$ cat src/rtl/uart_tx.sv
// UART transmitter: accepts a word over valid/ready and serialises it as
// start, LSB-first data, optional parity and stop bits, one bit per OVERSAMPLING clocks.
module uart_tx #(
  parameter int unsigned DATA_BITS    = 8,
  parameter int unsigned STOP_BITS    = 1,
  parameter int unsigned OVERSAMPLING = 16,
  parameter int unsigned PARITY       = 0
) (
  input  logic                 clk_in,
  input  logic                 n_rst,
  input  logic                 valid_in,
  input  logic [DATA_BITS-1:0] data_in,
  output logic                 ready_out,
  output logic                 tx,
  output logic                 busy_out,
  output logic                 done_out
);

  localparam int unsigned CntW = (OVERSAMPLING * STOP_BITS > 1) ?
                                 $clog2(OVERSAMPLING * STOP_BITS) : 1;
  localparam int unsigned BitW = (DATA_BITS > 1) ? $clog2(DATA_BITS) : 1;

  localparam logic [CntW-1:0] BitLast  = CntW'(OVERSAMPLING - 1);
  localparam logic [CntW-1:0] StopLast = CntW'(OVERSAMPLING * STOP_BITS - 1);
  localparam logic [BitW-1:0] DataLast = BitW'(DATA_BITS - 1);
  // Any PARITY value other than odd/even falls back to no parity bit.
  localparam bit              HasParity = (PARITY == 1) || (PARITY == 2);

  typedef enum logic [2:0] {
    StIdle,
    StStart,
    StData,
    StParity,
    StStop
  } state_e;

  state_e                r_state;
  logic [DATA_BITS-1:0]  r_shift;
  logic                  r_parity;
  logic [CntW-1:0]       r_clk_cnt;
  logic [BitW-1:0]       r_bit_cnt;
  logic                  r_tx;
  logic                  r_ready;
  logic                  r_busy;
  logic                  r_done;

  logic w_accept;
  logic w_parity;
  logic w_bit_end;
  logic w_stop_end;

  assign w_accept   = valid_in && r_ready;
  assign w_parity   = (PARITY == 2) ? ^data_in : ~^data_in;
  assign w_bit_end  = (r_clk_cnt == BitLast);
  assign w_stop_end = (r_clk_cnt == StopLast);

  always_ff @(posedge clk_in or negedge n_rst) begin
    if (!n_rst) begin
      r_state   <= StIdle;
      r_shift   <= '0;
      r_parity  <= 1'b0;
      r_clk_cnt <= '0;
      r_bit_cnt <= '0;
      r_tx      <= 1'b1;
      r_ready   <= 1'b1;
      r_busy    <= 1'b0;
      r_done    <= 1'b0;
    end else begin
      r_done <= 1'b0;
      case (r_state)
        StIdle: begin
          if (w_accept) begin
            r_state   <= StStart;
            r_shift   <= data_in;
            r_parity  <= w_parity;
            r_clk_cnt <= '0;
            r_bit_cnt <= '0;
            r_tx      <= 1'b0;
            r_ready   <= 1'b0;
            r_busy    <= 1'b1;
          end
        end
        StStart: begin
          if (w_bit_end) begin
            r_clk_cnt <= '0;
            r_state   <= StData;
            r_tx      <= r_shift[0];
            r_shift   <= r_shift >> 1;
          end else begin
            r_clk_cnt <= r_clk_cnt + 1'b1;
          end
        end
        StData: begin
          if (w_bit_end) begin
            r_clk_cnt <= '0;
            if (r_bit_cnt == DataLast) begin
              r_bit_cnt <= '0;
              if (HasParity) begin
                r_state <= StParity;
                r_tx    <= r_parity;
              end else begin
                r_state <= StStop;
                r_tx    <= 1'b1;
              end
            end else begin
              r_bit_cnt <= r_bit_cnt + 1'b1;
              r_tx      <= r_shift[0];
              r_shift   <= r_shift >> 1;
            end
          end else begin
            r_clk_cnt <= r_clk_cnt + 1'b1;
          end
        end
        StParity: begin
          if (w_bit_end) begin
            r_clk_cnt <= '0;
            r_state   <= StStop;
            r_tx      <= 1'b1;
          end else begin
            r_clk_cnt <= r_clk_cnt + 1'b1;
          end
        end
        StStop: begin
          // Ready and done rise together so a held valid_in restarts after a 1-cycle gap.
          if (w_stop_end) begin
            r_clk_cnt <= '0;
            r_state   <= StIdle;
            r_tx      <= 1'b1;
            r_ready   <= 1'b1;
            r_busy    <= 1'b0;
            r_done    <= 1'b1;
          end else begin
            r_clk_cnt <= r_clk_cnt + 1'b1;
          end
        end
        default: begin
          r_state   <= StIdle;
          r_clk_cnt <= '0;
          r_bit_cnt <= '0;
          r_tx      <= 1'b1;
          r_ready   <= 1'b1;
          r_busy    <= 1'b0;
        end
      endcase
    end
  end

  assign ready_out = r_ready;
  assign tx        = r_tx;
  assign busy_out  = r_busy;
  assign done_out  = r_done;

endmodule

$ cat config.mk
export PLATFORM = sky130hd
export DESIGN_NAME = uart_tx
export DESIGN_NICKNAME = d
export VERILOG_FILES = /design/src/rtl/uart_tx.sv
export SDC_FILE = /design/constraint.sdc
export NUM_CORES = 1
export LEC_CHECK = 0
export BUFFER_PORTS_ARGS = -buffer_cell sky130_fd_sc_hd__buf_2
export CAP_MARGIN = 5
export CORE_ASPECT_RATIO = 1.75
export CORE_MARGIN = 2
export CORE_UTILIZATION = 40
export DETAILED_ROUTE_END_ITERATION = 12
export HOLD_SLACK_MARGIN = 0.15
export PLACE_DENSITY = 0.6
export SYNTH_ARGS = -nofsm -noshare
export SYNTH_HDL_FRONTEND = slang
export SYNTH_SLANG_ARGS = --single-unit
$ cat constraint.sdc
create_clock -name clk_in -period 2.4 [get_ports clk_in]
set_clock_uncertainty 0.1 [all_clocks]
set_input_delay 0 -clock clk_in [delete_from_list [all_inputs] [get_ports clk_in]]
set_output_delay 0 -clock clk_in [all_outputs]
set_load 0.01 [all_outputs]
==> out/qor.csv <==
metric;value;unit
post-place setup slack;467;ps
DIE AREA;0.00339;mm^2
max-cap violations;0;
vias per cell;5.28;
Main synth FF type;dfrtp_1;
total global routing overflow;0;
Worst setup SP type;flip-flop;
CTS root buf;clkbuf_8;
Post-Synth Simple-Gate Area;0.140;
status;completed;
layout cells sized above 1;0.273;
post-synth top area cell;dfrtp_1;
Layout Area Growth over Synthesis;23.9;%
GRT Overall Usage;0.163;
beginning of the critical path;r_bit_cnt[0]$_DFFE_PN0P_;
Placed Cells incl. Taps;151;
multiplexer area fraction after synthesis;0.107;
Wirelength per Cell;13.8;um
Reg-to-Reg End;r_shift[7]$_DFFE_PN0P_;
post-route design area;0.00145;mm^2
Ys Warns;0;
initial detailed-routing violation count;13;
internal power;537;uW
final non-filler cell total;167;
height of the die;75.6;um
Slew @ Worst Pin;550;ps
Post-synth EDFFs;0;
CTS H-Tree Depth;1;
worst vdd ir;259;uV
Sw Ratio;0.197;
final setup TNS;0;ps
reg2reg start;r_bit_cnt[0]$_DFFE_PN0P_;
# setup viols final;0;
Mapped Area;0.00117;mm^2
fin crit period;1960;ps
Top Ports;15;
total number of vias;882;
Async SR Flop Fraction;1.00;
Seq pwr share;0.554;
xor/xnor share of the synthesized area;0.0150;
fillers;261;
syn avg cell area;10.8;um^2
commonest non-fill, non-tap cells in the layout;dfrtp_1 (20), buf_2 (14), nor2_1 (13), dlygate4sd3_1 (12), a21oi_1 (11);
DR pass1 iterations;4;
Syn Nets;122;
ANT nets after route;0;
ANT cells;0;
RSZ-0062 raised after global routing;no;
flop-to-flop setup slack;440;ps
Worst-Skew Late Latency;260;ps
crit path max fanout;16;
pwr/cell area;461;mW/mm^2
first-pass GRT wire length;4050;um
pins over their slew limit;0;
relative slew slack;0.631;
Fin. Hold Viols;0;
largest family of logic cells by synthesized area;compound AO/OA/AOI/OAI gates;
clock network power share;0.394;
Comb pwr share;0.052;
vias in the first global route;924;
post-synthesis compound-gate area fraction;0.186;
CTS Buf Count;3;
CTS Sinks;22;
post-synthesis cell type count;37;
Initial Utilization;0.409;
hold path cells;1;
CTS clk-pin slew, worst paths;80;ps
CTS tree;done;
HP Class;flip-flop to flip-flop;
worst hold start;r_clk_cnt[3]$_DFFE_PN0P_;
Final GP Congestion;0.734;
top cell type's share of synthesized area;0.427;
total wire length;2300;um
row count;26;
DP Area;0.00128;mm^2
post-synthesis adder-cell area fraction;0.0321;
sequential share of the synthesized area;0.472;
maximum number of pins on one net before global-route repair;20;
Critical Path RT;2470;ps
DRC viols;0;
most common cell after layout, fill and taps aside;dfrtp_1;
post-route setup slack;445;ps
Yosys reg bits;22;
WP data arrival;2030;ps
leakage;0.669;nW
Clock Path Buffers;2;
Tcrit/Tclk final;0.815;
Worst Path Class, Setup;flip-flop to flip-flop;
Die Width;44.9;um
post-cts resize count;0;
Mapped Cells;108;
critical path endpoint category;flip-flop;
FMAX;0.511;GHz
antenna violations before repair;0;
Psw;132;uW
Core Box Area;0.00286;mm^2
Hold EP;r_clk_cnt[3]$_DFFE_PN0P_;
Buffers on Ports;14;
Hold Slack;421;ps
Layout Nets;154;
dpl hpwl;1670;um
R2R depth;7;
Synth area leaders;dfrtp_1 (43%), mux2i_1 (6.8%), a21oi_1 (4.7%);
stage by stage:
stage                util  power, mW
floorplan               -      0.382
global placement    0.446      0.398
detailed placement  0.446      0.398
CTS                 0.507      0.676
global route        0.507      0.695
finish              0.507      0.669
logic make-up (layout without fill, tap and decap cells):
kind of cell	Yosys count	in the layout
adders and majority gates	3	3
AOI/OAI and AO/OA	28	28
buffers and inverters	8	39
and+or+nand+nor	33	33
xor gates and xnor gates	2	2
muxes	12	12
DFF	22	22
how the worst max path moves through the flow:
stage	endpoint	slack, ps
floorplan	r_shift[5]$_DFFE_PN0P_	510
global placement	r_shift[7]$_DFFE_PN0P_	540
detailed placement	r_shift[7]$_DFFE_PN0P_	470
CTS	r_shift[7]$_DFFE_PN0P_	450
global route	r_shift[7]$_DFFE_PN0P_	320
finish	r_shift[7]$_DFFE_PN0P_	440
registers in the layout (all words and copies together) (netlist names):
signal / count
r_clk_cnt: 4
r_bit_cnt: 3
r_state: 3
busy_out: 1
ready_out: 1
done_out: 1
r_shift: 8
tx: 1
cell type report:
type	count	area [um^2]	area share
multi-input combinational	78	562	0.387
clock buffer	4	55.1	0.0379
inverter	3	11.3	0.00776
timing repair buffer	32	235	0.162
sequential	22	553	0.381
tap	28	35.0	0.0241
critical path, cell delays in order, from the launching register on:
cell and delay (ps):
dfrtp_1 410, ha_1 210, ha_1 180, o21a_1 210, a2111oi_4 320, buf_4 250, nand3b_1 100, o21ai_0 100
power by group through the flow:
stage	Sequential [mW]	Combinational [mW]	Clock [mW]
after floorplan	0.378	0.00383	0
after global placement	0.378	0.0201	0
after detailed placement	0.378	0.0206	0
after CTS	0.370	0.0360	0.270
after global routing	0.371	0.0393	0.285
final	0.370	0.0351	0.264
routing by layer:
metal | vias up | global-route usage | routed length [um]
li1 | 447 | - | -
met1 | 420 | 0.169 | 904
met2 | 13 | 0.316 | 1300
met3 | 2 | 0.0213 | 71
met4 | 0 | 0.0686 | 25
met5 | - | 0 | 0
cells in the mapped netlist, types with 2 or more instances:
master     number
a21oi_1        11
nand2_1         5
a21oi_2         2
dfrtp_1        20
buf_6           3
nor2_1         13
o21ai_0         4
ha_1            3
nor3b_1         2
nor3_1          2
a22o_1          2
dfstp_2         2
mux2_2          4
inv_1           3
nand3_1         2
a2111oi_4       2
mux2i_1         8
timing repair:
action / in CTS / in global routing
setup buffers: 0 / 0
hold buffers: 12 / 0
hold endpoints to repair: 33 / 0
Power figures use the tool's default switching activity.
